**src/rtl/nvme_axi_id_remap.sv**
```systemverilog
// AXI ID compressor: maps wide upstream IDs onto a small pool of downstream ID
// slots per direction, tracking outstanding bursts so responses map back.
module nvme_axi_id_remap #(
  parameter int IN_ID_BITS  = 5,
  parameter int OUT_ID_BITS = 2,
  parameter int ADDR_BITS   = 64,
  parameter int DATA_BITS   = 128,
  parameter int MAX_OUT     = 16
) (
  input  logic                     axi_aclk,
  input  logic                     axi_aresetn,
  // upstream AW
  input  logic [IN_ID_BITS-1:0]    s_axi_awid,
  input  logic [ADDR_BITS-1:0]     s_axi_awaddr,
  input  logic [7:0]               s_axi_awlen,
  input  logic [2:0]               s_axi_awsize,
  input  logic [1:0]               s_axi_awburst,
  input  logic                     s_axi_awvalid,
  output logic                     s_axi_awready,
  // upstream AR
  input  logic [IN_ID_BITS-1:0]    s_axi_arid,
  input  logic [ADDR_BITS-1:0]     s_axi_araddr,
  input  logic [7:0]               s_axi_arlen,
  input  logic [2:0]               s_axi_arsize,
  input  logic [1:0]               s_axi_arburst,
  input  logic                     s_axi_arvalid,
  output logic                     s_axi_arready,
  // downstream AW
  output logic [OUT_ID_BITS-1:0]   m_axi_awid,
  output logic [ADDR_BITS-1:0]     m_axi_awaddr,
  output logic [7:0]               m_axi_awlen,
  output logic [2:0]               m_axi_awsize,
  output logic [1:0]               m_axi_awburst,
  output logic                     m_axi_awvalid,
  input  logic                     m_axi_awready,
  // downstream AR
  output logic [OUT_ID_BITS-1:0]   m_axi_arid,
  output logic [ADDR_BITS-1:0]     m_axi_araddr,
  output logic [7:0]               m_axi_arlen,
  output logic [2:0]               m_axi_arsize,
  output logic [1:0]               m_axi_arburst,
  output logic                     m_axi_arvalid,
  input  logic                     m_axi_arready,
  // write data
  input  logic [DATA_BITS-1:0]     s_axi_wdata,
  input  logic [DATA_BITS/8-1:0]   s_axi_wstrb,
  input  logic                     s_axi_wlast,
  input  logic                     s_axi_wvalid,
  output logic                     s_axi_wready,
  output logic [DATA_BITS-1:0]     m_axi_wdata,
  output logic [DATA_BITS/8-1:0]   m_axi_wstrb,
  output logic                     m_axi_wlast,
  output logic                     m_axi_wvalid,
  input  logic                     m_axi_wready,
  // write response
  input  logic [OUT_ID_BITS-1:0]   m_axi_bid,
  input  logic [1:0]               m_axi_bresp,
  input  logic                     m_axi_bvalid,
  output logic                     m_axi_bready,
  output logic [IN_ID_BITS-1:0]    s_axi_bid,
  output logic [1:0]               s_axi_bresp,
  output logic                     s_axi_bvalid,
  input  logic                     s_axi_bready,
  // read data
  input  logic [OUT_ID_BITS-1:0]   m_axi_rid,
  input  logic [DATA_BITS-1:0]     m_axi_rdata,
  input  logic [1:0]               m_axi_rresp,
  input  logic                     m_axi_rlast,
  input  logic                     m_axi_rvalid,
  output logic                     m_axi_rready,
  output logic [IN_ID_BITS-1:0]    s_axi_rid,
  output logic [DATA_BITS-1:0]     s_axi_rdata,
  output logic [1:0]               s_axi_rresp,
  output logic                     s_axi_rlast,
  output logic                     s_axi_rvalid,
  input  logic                     s_axi_rready,
  // status
  output logic [OUT_ID_BITS:0]     rd_slots_used,
  output logic [OUT_ID_BITS:0]     wr_slots_used,
  output logic                     id_err
);

  localparam int SLOTS = 1 << OUT_ID_BITS;
  localparam int CNT_W = $clog2(MAX_OUT + 1);
  localparam logic [CNT_W-1:0] MAX_C = CNT_W'(MAX_OUT);

  // direction index: [0] = read (AR/R), [1] = write (AW/B)
  logic [1:0][IN_ID_BITS-1:0]               req_id;
  logic [1:0]                               req_vld, req_rdy_dn, req_hs, addr_ok;
  logic [1:0]                               rsp_hs, rsp_last, rsp_bad;
  logic [1:0][OUT_ID_BITS-1:0]              rsp_idx, sel_idx;
  logic [1:0]                               sel_ok;
  logic [1:0][IN_ID_BITS-1:0]               rsp_id;
  logic [1:0][OUT_ID_BITS:0]                used;
  logic [1:0][SLOTS-1:0]                    vld;
  logic [1:0][SLOTS-1:0][IN_ID_BITS-1:0]    id;
  logic [1:0][SLOTS-1:0][CNT_W-1:0]         cnt;
  logic                                     id_err_q, id_err_d;

  assign req_id     = {s_axi_awid, s_axi_arid};
  assign req_vld    = {s_axi_awvalid, s_axi_arvalid};
  assign req_rdy_dn = {m_axi_awready, m_axi_arready};
  assign rsp_hs     = {m_axi_bvalid & s_axi_bready, m_axi_rvalid & s_axi_rready};
  assign rsp_last   = {1'b1, m_axi_rlast};
  assign rsp_idx    = {m_axi_bid, m_axi_rid};

  // free slots look allocatable while in reset; gate so nothing is offered
  assign addr_ok = sel_ok & {2{axi_aresetn}};
  assign req_hs  = req_vld & req_rdy_dn & addr_ok;

  for (genvar d = 0; d < 2; d++) begin : g_dir
    logic                   hit, full, free, rsp_vld;
    logic [OUT_ID_BITS-1:0] hit_idx, free_idx;
    logic [OUT_ID_BITS:0]   pop;

    // an ID already holding a slot must stay on it, even when that slot is full
    always_comb begin
      hit      = 1'b0;
      full     = 1'b0;
      hit_idx  = '0;
      free     = 1'b0;
      free_idx = '0;
      for (int i = SLOTS - 1; i >= 0; i--) begin
        if (!vld[d][i]) begin
          free     = 1'b1;
          free_idx = OUT_ID_BITS'(i);
        end
        if (vld[d][i] && id[d][i] == req_id[d]) begin
          hit     = 1'b1;
          hit_idx = OUT_ID_BITS'(i);
          full    = (cnt[d][i] == MAX_C);
        end
      end
    end

    assign sel_ok[d]  = hit ? !full : free;
    assign sel_idx[d] = hit ? hit_idx : free_idx;

    assign rsp_vld    = vld[d][rsp_idx[d]];
    assign rsp_id[d]  = rsp_vld ? id[d][rsp_idx[d]] : '0;
    assign rsp_bad[d] = rsp_hs[d] & ~rsp_vld;

    always_comb begin
      pop = '0;
      for (int i = 0; i < SLOTS; i++) pop = pop + (OUT_ID_BITS+1)'(vld[d][i]);
    end
    assign used[d] = pop;

    for (genvar i = 0; i < SLOTS; i++) begin : g_slot
      logic                  inc, dec;
      logic                  vld_q, vld_d;
      logic [IN_ID_BITS-1:0] id_q, id_d;
      logic [CNT_W-1:0]      cnt_q, cnt_d;

      assign inc = req_hs[d] && (sel_idx[d] == OUT_ID_BITS'(i));
      assign dec = rsp_hs[d] && rsp_last[d] && (rsp_idx[d] == OUT_ID_BITS'(i)) && vld_q;

      always_comb begin
        cnt_d = cnt_q;
        id_d  = id_q;
        if (inc && !dec && cnt_q < MAX_C)          cnt_d = cnt_q + CNT_W'(1);
        else if (dec && !inc && cnt_q != '0)       cnt_d = cnt_q - CNT_W'(1);
        if (inc && !vld_q)                         id_d  = req_id[d];
        vld_d = (cnt_d != '0);
      end

      always_ff @(posedge axi_aclk or negedge axi_aresetn) begin
        if (!axi_aresetn) begin
          vld_q <= 1'b0;
          id_q  <= '0;
          cnt_q <= '0;
        end else begin
          vld_q <= vld_d;
          id_q  <= id_d;
          cnt_q <= cnt_d;
        end
      end

      assign vld[d][i] = vld_q;
      assign id[d][i]  = id_q;
      assign cnt[d][i] = cnt_q;
    end
  end

  assign id_err_d = id_err_q | (|rsp_bad);

  always_ff @(posedge axi_aclk or negedge axi_aresetn) begin
    if (!axi_aresetn) id_err_q <= 1'b0;
    else              id_err_q <= id_err_d;
  end

  assign m_axi_arvalid = s_axi_arvalid & addr_ok[0];
  assign s_axi_arready = m_axi_arready & addr_ok[0];
  assign m_axi_arid    = sel_idx[0];
  assign m_axi_araddr  = s_axi_araddr;
  assign m_axi_arlen   = s_axi_arlen;
  assign m_axi_arsize  = s_axi_arsize;
  assign m_axi_arburst = s_axi_arburst;

  assign m_axi_awvalid = s_axi_awvalid & addr_ok[1];
  assign s_axi_awready = m_axi_awready & addr_ok[1];
  assign m_axi_awid    = sel_idx[1];
  assign m_axi_awaddr  = s_axi_awaddr;
  assign m_axi_awlen   = s_axi_awlen;
  assign m_axi_awsize  = s_axi_awsize;
  assign m_axi_awburst = s_axi_awburst;

  assign m_axi_wdata   = s_axi_wdata;
  assign m_axi_wstrb   = s_axi_wstrb;
  assign m_axi_wlast   = s_axi_wlast;
  assign m_axi_wvalid  = s_axi_wvalid;
  assign s_axi_wready  = m_axi_wready;

  assign s_axi_bid     = rsp_id[1];
  assign s_axi_bresp   = m_axi_bresp;
  assign s_axi_bvalid  = m_axi_bvalid;
  assign m_axi_bready  = s_axi_bready;

  assign s_axi_rid     = rsp_id[0];
  assign s_axi_rdata   = m_axi_rdata;
  assign s_axi_rresp   = m_axi_rresp;
  assign s_axi_rlast   = m_axi_rlast;
  assign s_axi_rvalid  = m_axi_rvalid;
  assign m_axi_rready  = s_axi_rready;

  assign rd_slots_used = used[0];
  assign wr_slots_used = used[1];
  assign id_err        = id_err_q;

endmodule

```
**config.mk**
```make
export PLATFORM = sky130hd
export DESIGN_NAME = nvme_axi_id_remap
export DESIGN_NICKNAME = d
export VERILOG_FILES = /design/src/rtl/nvme_axi_id_remap.sv
export SDC_FILE = /design/constraint.sdc
export NUM_CORES = 1
export LEC_CHECK = 0
export BUFFER_PORTS_ARGS = -buffer_cell sky130_fd_sc_hd__buf_4
export CAP_MARGIN = 20
export CORE_AREA = 2 2 360 362
export DETAILED_ROUTE_END_ITERATION = 7
export DIE_AREA = 0 0 362 364
export PLACE_DENSITY = 0.37
export SLEW_MARGIN = 0
export SYNTH_ARGS = -nofsm -noshare
export SYNTH_HDL_FRONTEND = slang
export SYNTH_SLANG_ARGS = --single-unit
```
**constraint.sdc**
```tcl
create_clock -name axi_aclk -period 5.3 [get_ports axi_aclk]
set_input_delay 0.53 -clock axi_aclk [delete_from_list [all_inputs] [get_ports axi_aclk]]
set_output_delay 0.53 -clock axi_aclk [all_outputs]
set_load 0.01 [all_outputs]
```
==> results of run 1 <==
## per-layer routing
metal  share of wire, %  routed length (µm)  global-route usage, %  vias up
met3                 28               16000                   11.1      158
li1                   -                   -                      -     2549
met2                 41               23900                   11.9      627
met5               0.82                 476                   2.58        -
met4                6.5                3770                   5.07        8
met1                 24               13900                   5.69     2803
## how the worst max path moves through the flow
stage                                          start                        to  cells after the start
after global placement                 s_axi_arid[2]  g_dir[0].g_slot[2].vld_q                     10
after floorplan                        s_axi_arid[3]  g_dir[0].g_slot[1].vld_q                     12
after global routing      g_dir[0].g_slot[1].id_q[3]             m_axi_arvalid                      8
final                     g_dir[0].g_slot[1].id_q[3]             m_axi_arvalid                      8
after CTS                 g_dir[0].g_slot[1].id_q[3]             m_axi_arvalid                      8
after detailed placement               s_axi_arid[3]  g_dir[0].g_slot[2].vld_q                     10
## area by class of cell
| class | count | area (µm²) |
|---|---|---|
| Multi-Input combinational cell | 501 | 3950 |
| Fill cell | 14900 | 119000 |
| Clock buffer | 10 | 239 |
| Clock inverter | 6 | 97.6 |
| Timing Repair Buffer | 63 | 473 |
| Tap cell | 1675 | 2100 |
| Sequential cell | 89 | 2230 |
| Inverter | 46 | 175 |
## through the flow
| stage | hold WS [ns] | util (%) | power (mW) |
|---|---|---|---|
| after floorplan | 0.234 | - | 2.34 |
| after global placement | 0.502 | 6.95 | 2.51 |
| after detailed placement | 0.521 | 6.95 | 2.49 |
| after CTS | 0.434 | 7.22 | 3.28 |
| after global routing | 0.437 | 7.22 | 3.48 |
| final | 0.418 | 7.22 | 3.22 |
## Yosys cell counts, types with 22 or more instances
library cell / number / area (µm²)
xor2_1: 23 / 201
and2_1: 22 / 138
ha_1: 26 / 325
nand2_1: 39 / 146
xnor2_1: 29 / 254
mux2_2: 41 / 462
buf_4: 439 / 3300
nor2_1: 37 / 139
nand3_1: 23 / 115
inv_1: 45 / 169
dfrtp_1: 89 / 2230
## critical path, stage by stage, from the launching register on
cell and delay [ns]:
dfrtp_1 0.42, xor2_1 0.16, nor4_1 0.48, and3_1 0.42, a311oi_2 0.10, nor3_4 0.65
nor2_1 0.22, and3_1 0.25, buf_4 0.15
## registers in the layout, summed over array words and instances, names as in the netlist
| register | flops |
|---|---|
| g_dir.g_slot.cnt_q | 40 |
| g_dir.g_slot.id_q | 40 |
| g_dir.g_slot.vld_q | 8 |
| id_err | 1 |
## cells by family after synthesis
family	share of synthesized area, %
buffers and inverters	36.9
and+or+nand+nor	13.1
AOI/OAI and AO/OA	9.99
DFF	22.7
muxes	8.70
xor gates and xnor gates	4.81
adders and majority gates	3.73
## power groups by stage
stage,Combinational [mW],Sequential [mW],Clock (mW)
final,1.32,1.14,0.764
after global routing,1.47,1.18,0.824
after CTS,1.35,1.14,0.797
after detailed placement,1.34,1.15,0
after global placement,1.35,1.16,0
after floorplan,1.27,1.07,0
==> results.md, run 1 <==
* Status: finished, final reports clean
* WL final at 58,100 µm
* Sw Pwr at 1.32 mW
* Synth Instances at 1,100
* Vias/cell at 2.57
* Pins Over Slew Limit at 0
* CTS H-tree depth at 3
* Pwr dens at 348 nW/µm²
* CP endpoint kind: output pin
* Fraction of power consumed by the clock network at 23.7%
* Final setup violation count at 0
* Non-Filler Instances at 2,390
* Internal at 1.90 mW
* Placed cell count at 2,374
* Final Hold Viols at 0
* Post-synth EDFFs at 0
* Fmax at 265 MHz
* # resized after CTS at 0
* Initial antenna violation count at 4
* Reg-to-reg startpoint: g_dir[1].g_slot[1].id_q[4]
* Maximum VDD drop at 0.132 mV
* Final period util at 71.3%
* DRT Pass-1 Iters at 4
* Setup ws final at 1.52 ns
* Post-CTS setup-driven buffer insertion count at 0
* Maxcap violations at 0
* Leakage power total at 3.26 nW
* Synth unique cells at 87
* DR WL/cell at 24.3 µm
* Reg2reg path depth at 10
* Worst-Skew Late Latency at 0.38 ns
* Critical Path RT at 4.77 ns
* Total Routing Usage GR at 8.41%
* Most frequent cells in the layout: 89 x dfrtp_1, 63 x buf_4, 45 x inv_1
* Initial Util at 7.63%
* Worst R2R Setup Slack at 1.66 ns
* Crit-path max FO at 17
* FP Rows at 132
* Worst Hold Class: in -> async
* Port bufs at 54
* CTS Buf Count at 9
* RSZ-0062 raised after global routing: false
* 1st-iter DRT viols at 282
* Pre-CTS setup slack at 1.36 ns
* First-pass GRT wire length at 70,900 µm
* Die X at 362 µm
* Crit path DAT at 3.25 ns
* Critical Path Source Type: register
* Total negative slack at 0 ns
* Antenna Cells at 0
* GP Congestion at 0.736
* Total grt overflow at 0
* Sw frac at 40.9%
* Rel. slew slack at 39.7%
* Crit path time final at 3.78 ns
* Fin area at 9260 µm²
* Hold-fix buffers, CTS at 0
* Worst-Margin Slew at 0.896 ns
* I/O pins at 921
* Most common cell after layout, fill and taps aside: dfrtp_1
* Netlist Area Pre-Place at 9800 µm²
* Skew final at 0.0115 ns
* CTS root buf: clkbuf_16
* HPWL Detailed at 51,100 µm
* Share of layout cells above drive strength 1 at 21.5%
* Dominant synthesized flop cell: dfrtp_1
* Die footprint at 132,000 µm²
* Final ANT Viol Nets at 0
* Kind of critical path: reg -> out
* Sequential share of power at 35.4%
* Largest net degree at the start of global routing at 49
* Synthesized flop and latch total at 89
* Comb pwr share at 40.9%
* Clock sink total at 89
* Yosys warning count at 0
* CTS tree: built
* Vias in the first global route at 6,164
* Asr flop ratio synth at 100%
* Die Ht at 364 µm
* Reg-to-reg endpoint: g_dir[1].g_slot[0].vld_q
* Placed Area at 8920 µm²
* Clock Pin Slew Worst Setup and Hold Paths at 0.08 ns
* # DRC at 0
* Syn-to-layout area delta at -5.49%
* Nets@finish at 1,196
* Mapped Avg Cell Area at 8.91 µm²
* Seq/Total Area, Yosys at 22.7%
* Core area at 128,000 µm²
* Clk buf depth at 2
* Mapped Nets at 1,586
* Vias at 6,145
Note: power is estimated with default switching activity, not from simulation.
==> run 2: changes to the inputs <==
clock period = 3.49 ns   (was 5.3 ns; I/O delays follow)
==> results.md, run 2 (synthesized netlist as in run 1, its figures left out) <==
* RSZ-0062 raised after global routing: false (unchanged)
* Most common cell after layout, fill and taps aside: buf_4 (was dfrtp_1)
* Status: finished, final reports clean (unchanged)
* Cell count of the worst hold path at 2
* Most frequent cells in the layout: 94 x buf_4, 89 x dfrtp_1, 45 x inv_1 (was 89 x dfrtp_1, 63 x buf_4, 45 x inv_1)
* # resized after CTS at 1 (was 0)
* Worst Hold Class: in -> reg (was in -> async)
* Vias at 6,244 (was 6,145)
* Final setup violation count at 0 (unchanged)
* First-pass GRT wire length at 70,800 µm (was 70,900 µm)
* Sw Pwr at 1.99 mW (was 1.32 mW)
* Hold-fix buffers, CTS at 0 (unchanged)
* Port bufs at 54 (unchanged)
* Initial Util at 7.63% (unchanged)
* HPWL Detailed at 51,200 µm (was 51,100 µm)
* Fraction of power consumed by the clock network at 23.2% (was 23.7%)
* Crit-path max FO at 6 (was 17)
* WL final at 58,100 µm (about the same)
* Die footprint at 132,000 µm² (unchanged)
* Pwr dens at 522 nW/µm² (was 348 nW/µm²)
* Nets@finish at 1,227 (was 1,196)
* Regs by FF count: g_dir.g_slot.cnt_q: 40 flops, g_dir.g_slot.id_q: 40 flops, g_dir.g_slot.vld_q: 8 flops (unchanged)
* Syn-to-layout area delta at -3.00% (was -5.49%)
* # DRC at 0 (unchanged)
* Sequential share of power at 34.7% (was 35.4%)
* Kind of critical path: reg -> reg (was reg -> out)
* Rel. slew slack at 50.6% (was 39.7%)
* Post-CTS setup-driven buffer insertion count at 0 (unchanged)
* Largest net degree at the start of global routing at 47 (was 49)
* I/O pins at 921 (unchanged)
* Clock sink total at 89 (unchanged)
* Pre-CTS setup slack at -0.117 ns (was 1.36 ns)
* Die X at 362 µm (unchanged)
* Fin area at 9500 µm² (was 9260 µm²)
* Maximum VDD drop at 0.217 mV (was 0.132 mV)
* Worst-Margin Slew at 0.741 ns (was 0.896 ns)
* Filler instances at 14,900 (about the same)
* Clock Pin Slew Worst Setup and Hold Paths at 0.07 ns (was 0.08 ns)
* Leakage power total at 3.41 nW (was 3.26 nW)
* Storage cell area at 2230 µm² (unchanged)
* Crit path DAT at 3.49 ns (was 3.25 ns)
* Pins Over Slew Limit at 0 (unchanged)
* Vias in the first global route at 6,313 (was 6,164)
* Die Ht at 364 µm (unchanged)
* DRT Pass-1 Iters at 4 (unchanged)
* Final ANT Viol Nets at 0 (unchanged)
* Final Hold Viols at 0 (unchanged)
* Crit path time final at 3.24 ns
* GP Congestion at 0.762 (was 0.736)
* Initial antenna violation count at 4 (unchanged)
* Total grt overflow at 0 (unchanged)
* Final period util at 92.8%
* Vias/cell at 2.58 (was 2.57)
* CP endpoint kind: register (was output pin)
* Internal at 2.97 mW (was 1.90 mW)
* Critical Path RT at 3.74 ns (was 4.77 ns)
* Total negative slack at 0 ns (unchanged)
* Worst-Skew Late Latency at 0.39 ns (was 0.38 ns)
* Reg2reg path depth at 9 (was 10)
* Sw frac at 40.2% (was 40.9%)
* Multi-input gate area at 3960 µm² (was 3950 µm²)
* Skew final at 0.0129 ns (was 0.0115 ns)
* Core area at 128,000 µm² (unchanged)
* Comb pwr share at 42.1% (was 40.9%)
* Fmax at 309 MHz
* CTS tree: built (unchanged)
* DR WL/cell at 24.0 µm (was 24.3 µm)
* CTS root buf: clkbuf_16 (unchanged)
* CTS H-tree depth at 3 (unchanged)
* 1st-iter DRT viols at 299 (was 282)
* Critical Path Source Type: register (unchanged)
* Clk buf depth at 2 (unchanged)
* Placed Area at 9160 µm² (was 8920 µm²)
* CTS Buf Count at 9 (unchanged)
* Setup ws final at 0.252 ns (was 1.52 ns)
* FP Rows at 132 (unchanged)
* Total Routing Usage GR at 8.42% (was 8.41%)
* Maxcap violations at 0 (unchanged)
* Share of layout cells above drive strength 1 at 24.9% (was 21.5%)
run 2: changes by cell type in the layout (fill, tap and decap cells not counted), sizes merged:
cell	before	now
diode	0	2
buf	63	94
run 2: power groups by stage:
stage | sequential [mW] | clock [mW] | combinational, mW
after floorplan | 1.63 | 0 | 1.93
after global placement | 1.75 | 0 | 2.15
after detailed placement | 1.74 | 0 | 2.12
after CTS | 1.72 | 1.22 | 2.14
after global routing | 1.78 | 1.24 | 2.34
final | 1.72 | 1.15 | 2.09
run 2: final timing paths:
kind	slack (ns)	endpoint	startpoint
min in group asynchronous	0.35	g_dir[0].g_slot[3].cnt_q[4]	axi_aresetn
max reg2reg	0.25	g_dir[0].g_slot[1].vld_q	g_dir[0].g_slot[1].id_q[3]
max in group asynchronous	2.62	g_dir[1].g_slot[3].id_q[4]	axi_aresetn
max	0.25	g_dir[0].g_slot[1].vld_q	g_dir[0].g_slot[1].id_q[3]
min reg2reg	0.53	g_dir[0].g_slot[3].cnt_q[3]	g_dir[0].g_slot[3].cnt_q[3]
min	0.28	g_dir[1].g_slot[0].id_q[1]	s_axi_awid[1]
run 2: area by class of cell:
cell class | instances | share of cell area [%]
Sequential cell | 89 | 23.4
Multi-Input combinational cell | 501 | 41.6
Tap cell | 1675 | 22.1
Antenna cell | 2 | 0.0527
Clock buffer | 10 | 2.51
Inverter | 46 | 1.84
Timing Repair Buffer | 94 | 7.43
Clock inverter | 6 | 1.03
run 2: routing by layer:
layer | part of all wire [%] | track usage (%) | vias up
met4 | 6.3 | 4.86 | 8
met2 | 42 | 12.2 | 633
met3 | 28 | 11.4 | 162
li1 | - | - | 2618
met1 | 23 | 5.44 | 2823
met5 | 0.82 | 2.58 | -
run 2: critical path, stage by stage (launching register included):
cell and delay [ns]:
dfrtp_1 0.41, xor2_1 0.16, nor4_1 0.38, and3_1 0.36
nor2_1 0.13, a32o_1 0.28, or3_1 0.51, mux2i_1 0.17
xor2_1 0.16, or4b_1 0.53
run 2: stage by stage:
stage / power (mW) / cells / hold WS (ns) / utilization [%]
3_3_place_gp: 3.90 / 2405 / 0.530 / 7.13
2_1_floorplan: 3.56 / 1100 / 0.0534 / -
6_report: 4.96 / 2423 / 0.284 / 7.41
4_1_cts: 5.07 / 2421 / 0.242 / 7.40
3_5_place_dp: 3.85 / 2405 / 0.510 / 7.13
5_1_grt: 5.36 / 2421 / 0.267 / 7.40
==> run 3: changes to the inputs <==
BUFFER_PORTS_ARGS = -buffer_cell sky130_fd_sc_hd__buf_2   (was -buffer_cell sky130_fd_sc_hd__buf_4)
clock period = 4 ns   (was 3.49 ns; I/O delays follow)
==> results.md, run 3 (synthesized netlist as in run 1, its figures left out) <==
* GP Congestion at 0.789 (was 0.762)
* # resized after CTS at 0 (was 1)
* FP Rows at 132 (unchanged)
* DRT Pass-1 Iters at 4 (unchanged)
* Clock Pin Slew Worst Setup and Hold Paths at 0.07 ns (about the same)
* CTS root buf: clkbuf_16 (unchanged)
* WL final at 58,400 µm (was 58,100 µm)
* Initial Util at 7.63% (unchanged)
* Initial antenna violation count at 6 (was 4)
* Core area at 128,000 µm² (unchanged)
* Maxcap violations at 0 (unchanged)
* Crit-path max FO at 12 (was 6)
* Top Layer Used: met5 (unchanged)
* CTS tree: built (unchanged)
* Rel. slew slack at 48.3% (was 50.6%)
* Comb pwr share at 40.8% (was 42.1%)
* Sw Pwr at 1.77 mW (was 1.99 mW)
* Total negative slack at 0 ns (unchanged)
* Crit path time final at 3.52 ns
* Final core utilization at 7.16% (was 7.41%)
* Placed cell count at 2,383 (was 2,405)
* Kind of critical path: reg -> out (was reg -> reg)
* Fin area at 9190 µm² (was 9500 µm²)
* Pwr Total at 4.23 mW (was 4.96 mW)
* Hold-fix buffers, CTS at 0 (unchanged)
* Worst R2R Setup Slack at 0.60 ns (was 0.25 ns)
* Clk buf depth at 2 (unchanged)
* Clock sink total at 89 (unchanged)
* Sequential share of power at 35.8% (was 34.7%)
* Total Routing Usage GR at 8.54% (was 8.42%)
* Vias in the first global route at 6,354 (was 6,313)
* M1 wire length at 13,700 µm (was 13,300 µm)
* Critical Path Source Type: register (unchanged)
* Worst hold slack at 0.379 ns (was 0.284 ns)
* Post-CTS setup-driven buffer insertion count at 0 (unchanged)
* DR WL/cell at 24.3 µm (was 24.0 µm)
* CP endpoint kind: output pin (was register)
* WL met2 at 25,300 µm (was 24,200 µm)
* Final ANT Viol Nets at 0 (unchanged)
* Final Hold Viols at 0 (unchanged)
* Port bufs at 54 (unchanged)
* Status: finished, final reports clean (unchanged)
* Vias/cell at 2.61 (was 2.58)
* Met3 routed WL at 16,200 µm (was 16,400 µm)
* Die footprint at 132,000 µm² (unchanged)
* Fmax at 284 MHz
* Critical Path RT at 3.60 ns (was 3.74 ns)
* Die Ht at 364 µm (unchanged)
* Total grt overflow at 0 (unchanged)
* Pwr dens at 461 nW/µm² (was 522 nW/µm²)
* Most common cell after layout, fill and taps aside: dfrtp_1 (was buf_4)
* # DRC at 0 (unchanged)
* Final period util at 87.9%
* Internal at 2.46 mW (was 2.97 mW)
* Die X at 362 µm (unchanged)
* Sw frac at 41.8% (was 40.2%)
* Final setup violation count at 0 (unchanged)
* Setup ws final at 0.482 ns (was 0.252 ns)
* Syn-to-layout area delta at -6.23% (was -3.00%)
* Worst-Margin Slew at 0.776 ns (was 0.741 ns)
* Pre-CTS setup slack at 0.396 ns (was -0.117 ns)
* Pins Over Slew Limit at 0 (unchanged)
* Share of layout cells above drive strength 1 at 22.5% (was 24.9%)
* Nets@finish at 1,205 (was 1,227)
* HPWL Detailed at 51,400 µm (was 51,200 µm)
* CTS Buf Count at 9 (unchanged)
* Vias at 6,276 (was 6,244)
* Worst Hold Class: in -> reg (unchanged)
* I/O pins at 921 (unchanged)
* Regs by FF count: g_dir.g_slot.cnt_q: 40 flops, g_dir.g_slot.id_q: 40 flops, g_dir.g_slot.vld_q: 8 flops (unchanged)
* Maximum VDD drop at 0.165 mV (was 0.217 mV)
* Largest net degree at the start of global routing at 49 (was 47)
* Crit path DAT at 3.12 ns (was 3.49 ns)
* Most frequent cells in the layout: 89 x dfrtp_1, 53 x buf_2, 45 x inv_1 (was 94 x buf_4, 89 x dfrtp_1, 45 x inv_1)
* First-pass GRT wire length at 71,700 µm (was 70,800 µm)
* 1st-iter DRT viols at 392 (was 299)
* Leakage power total at 3.26 nW (was 3.41 nW)
* Skew final at 0.00760 ns (was 0.0129 ns)
* Placed Area at 8860 µm² (was 9160 µm²)
* RSZ-0062 raised after global routing: false (unchanged)
* CTS H-tree depth at 3 (unchanged)
* Non-Filler Instances at 2,403 (was 2,423)
* Worst-Skew Late Latency at 0.40 ns (was 0.39 ns)
* Fraction of power consumed by the clock network at 23.4% (was 23.2%)
run 3: layout make-up:
cell class / instances / area [µm²]
Inverter: 46 / 175
Sequential cell: 89 / 2230
Timing Repair Buffer: 72 / 408
Clock inverter: 7 / 93.8
Clock buffer: 9 / 225
Fill cell: 15000 / 119000
Multi-Input combinational cell: 501 / 3950
Antenna cell: 4 / 10.0
Tap cell: 1675 / 2100
run 3: path summary, 6_finish.rpt:
check | cells after the start | end | startpoint
max in group asynchronous | 4 | g_dir[1].g_slot[2].cnt_q[1] | axi_aresetn
min | 2 | g_dir[0].g_slot[2].id_q[3] | s_axi_arid[3]
max | 10 | m_axi_arvalid | g_dir[0].g_slot[1].id_q[3]
max reg2reg | 10 | g_dir[0].g_slot[3].vld_q | g_dir[0].g_slot[1].id_q[3]
min reg2reg | 1 | g_dir[0].g_slot[3].cnt_q[3] | g_dir[0].g_slot[3].cnt_q[3]
min in group asynchronous | 3 | g_dir[0].g_slot[3].cnt_q[1] | axi_aresetn
run 3: critical path: stages (launching register included):
cell and delay [ns]:
dfrtp_1 0.40, xor2_1 0.16, nor4_1 0.35, buf_4 0.17
and3_1 0.36, o31a_1 0.28, nor3_4 0.08, buf_4 0.21
nor2_1 0.32, and3_1 0.20, buf_2 0.16
run 3: power groups by stage:
stage | Combinational (mW) | Sequential, mW | Clock, mW
after floorplan | 1.68 | 1.42 | 0
after detailed placement | 1.75 | 1.53 | 0
after global routing | 1.93 | 1.56 | 1.08
after CTS | 1.76 | 1.51 | 1.05
final | 1.73 | 1.51 | 0.990
after global placement | 1.76 | 1.54 | 0
run 3: metal layers:
layer  global-route usage [%]  vias up
met1                     5.65     2863
li1                         -     2582
met2                     12.7      680
met5                     1.38        -
met3                     11.3      143
met4                     4.36        8
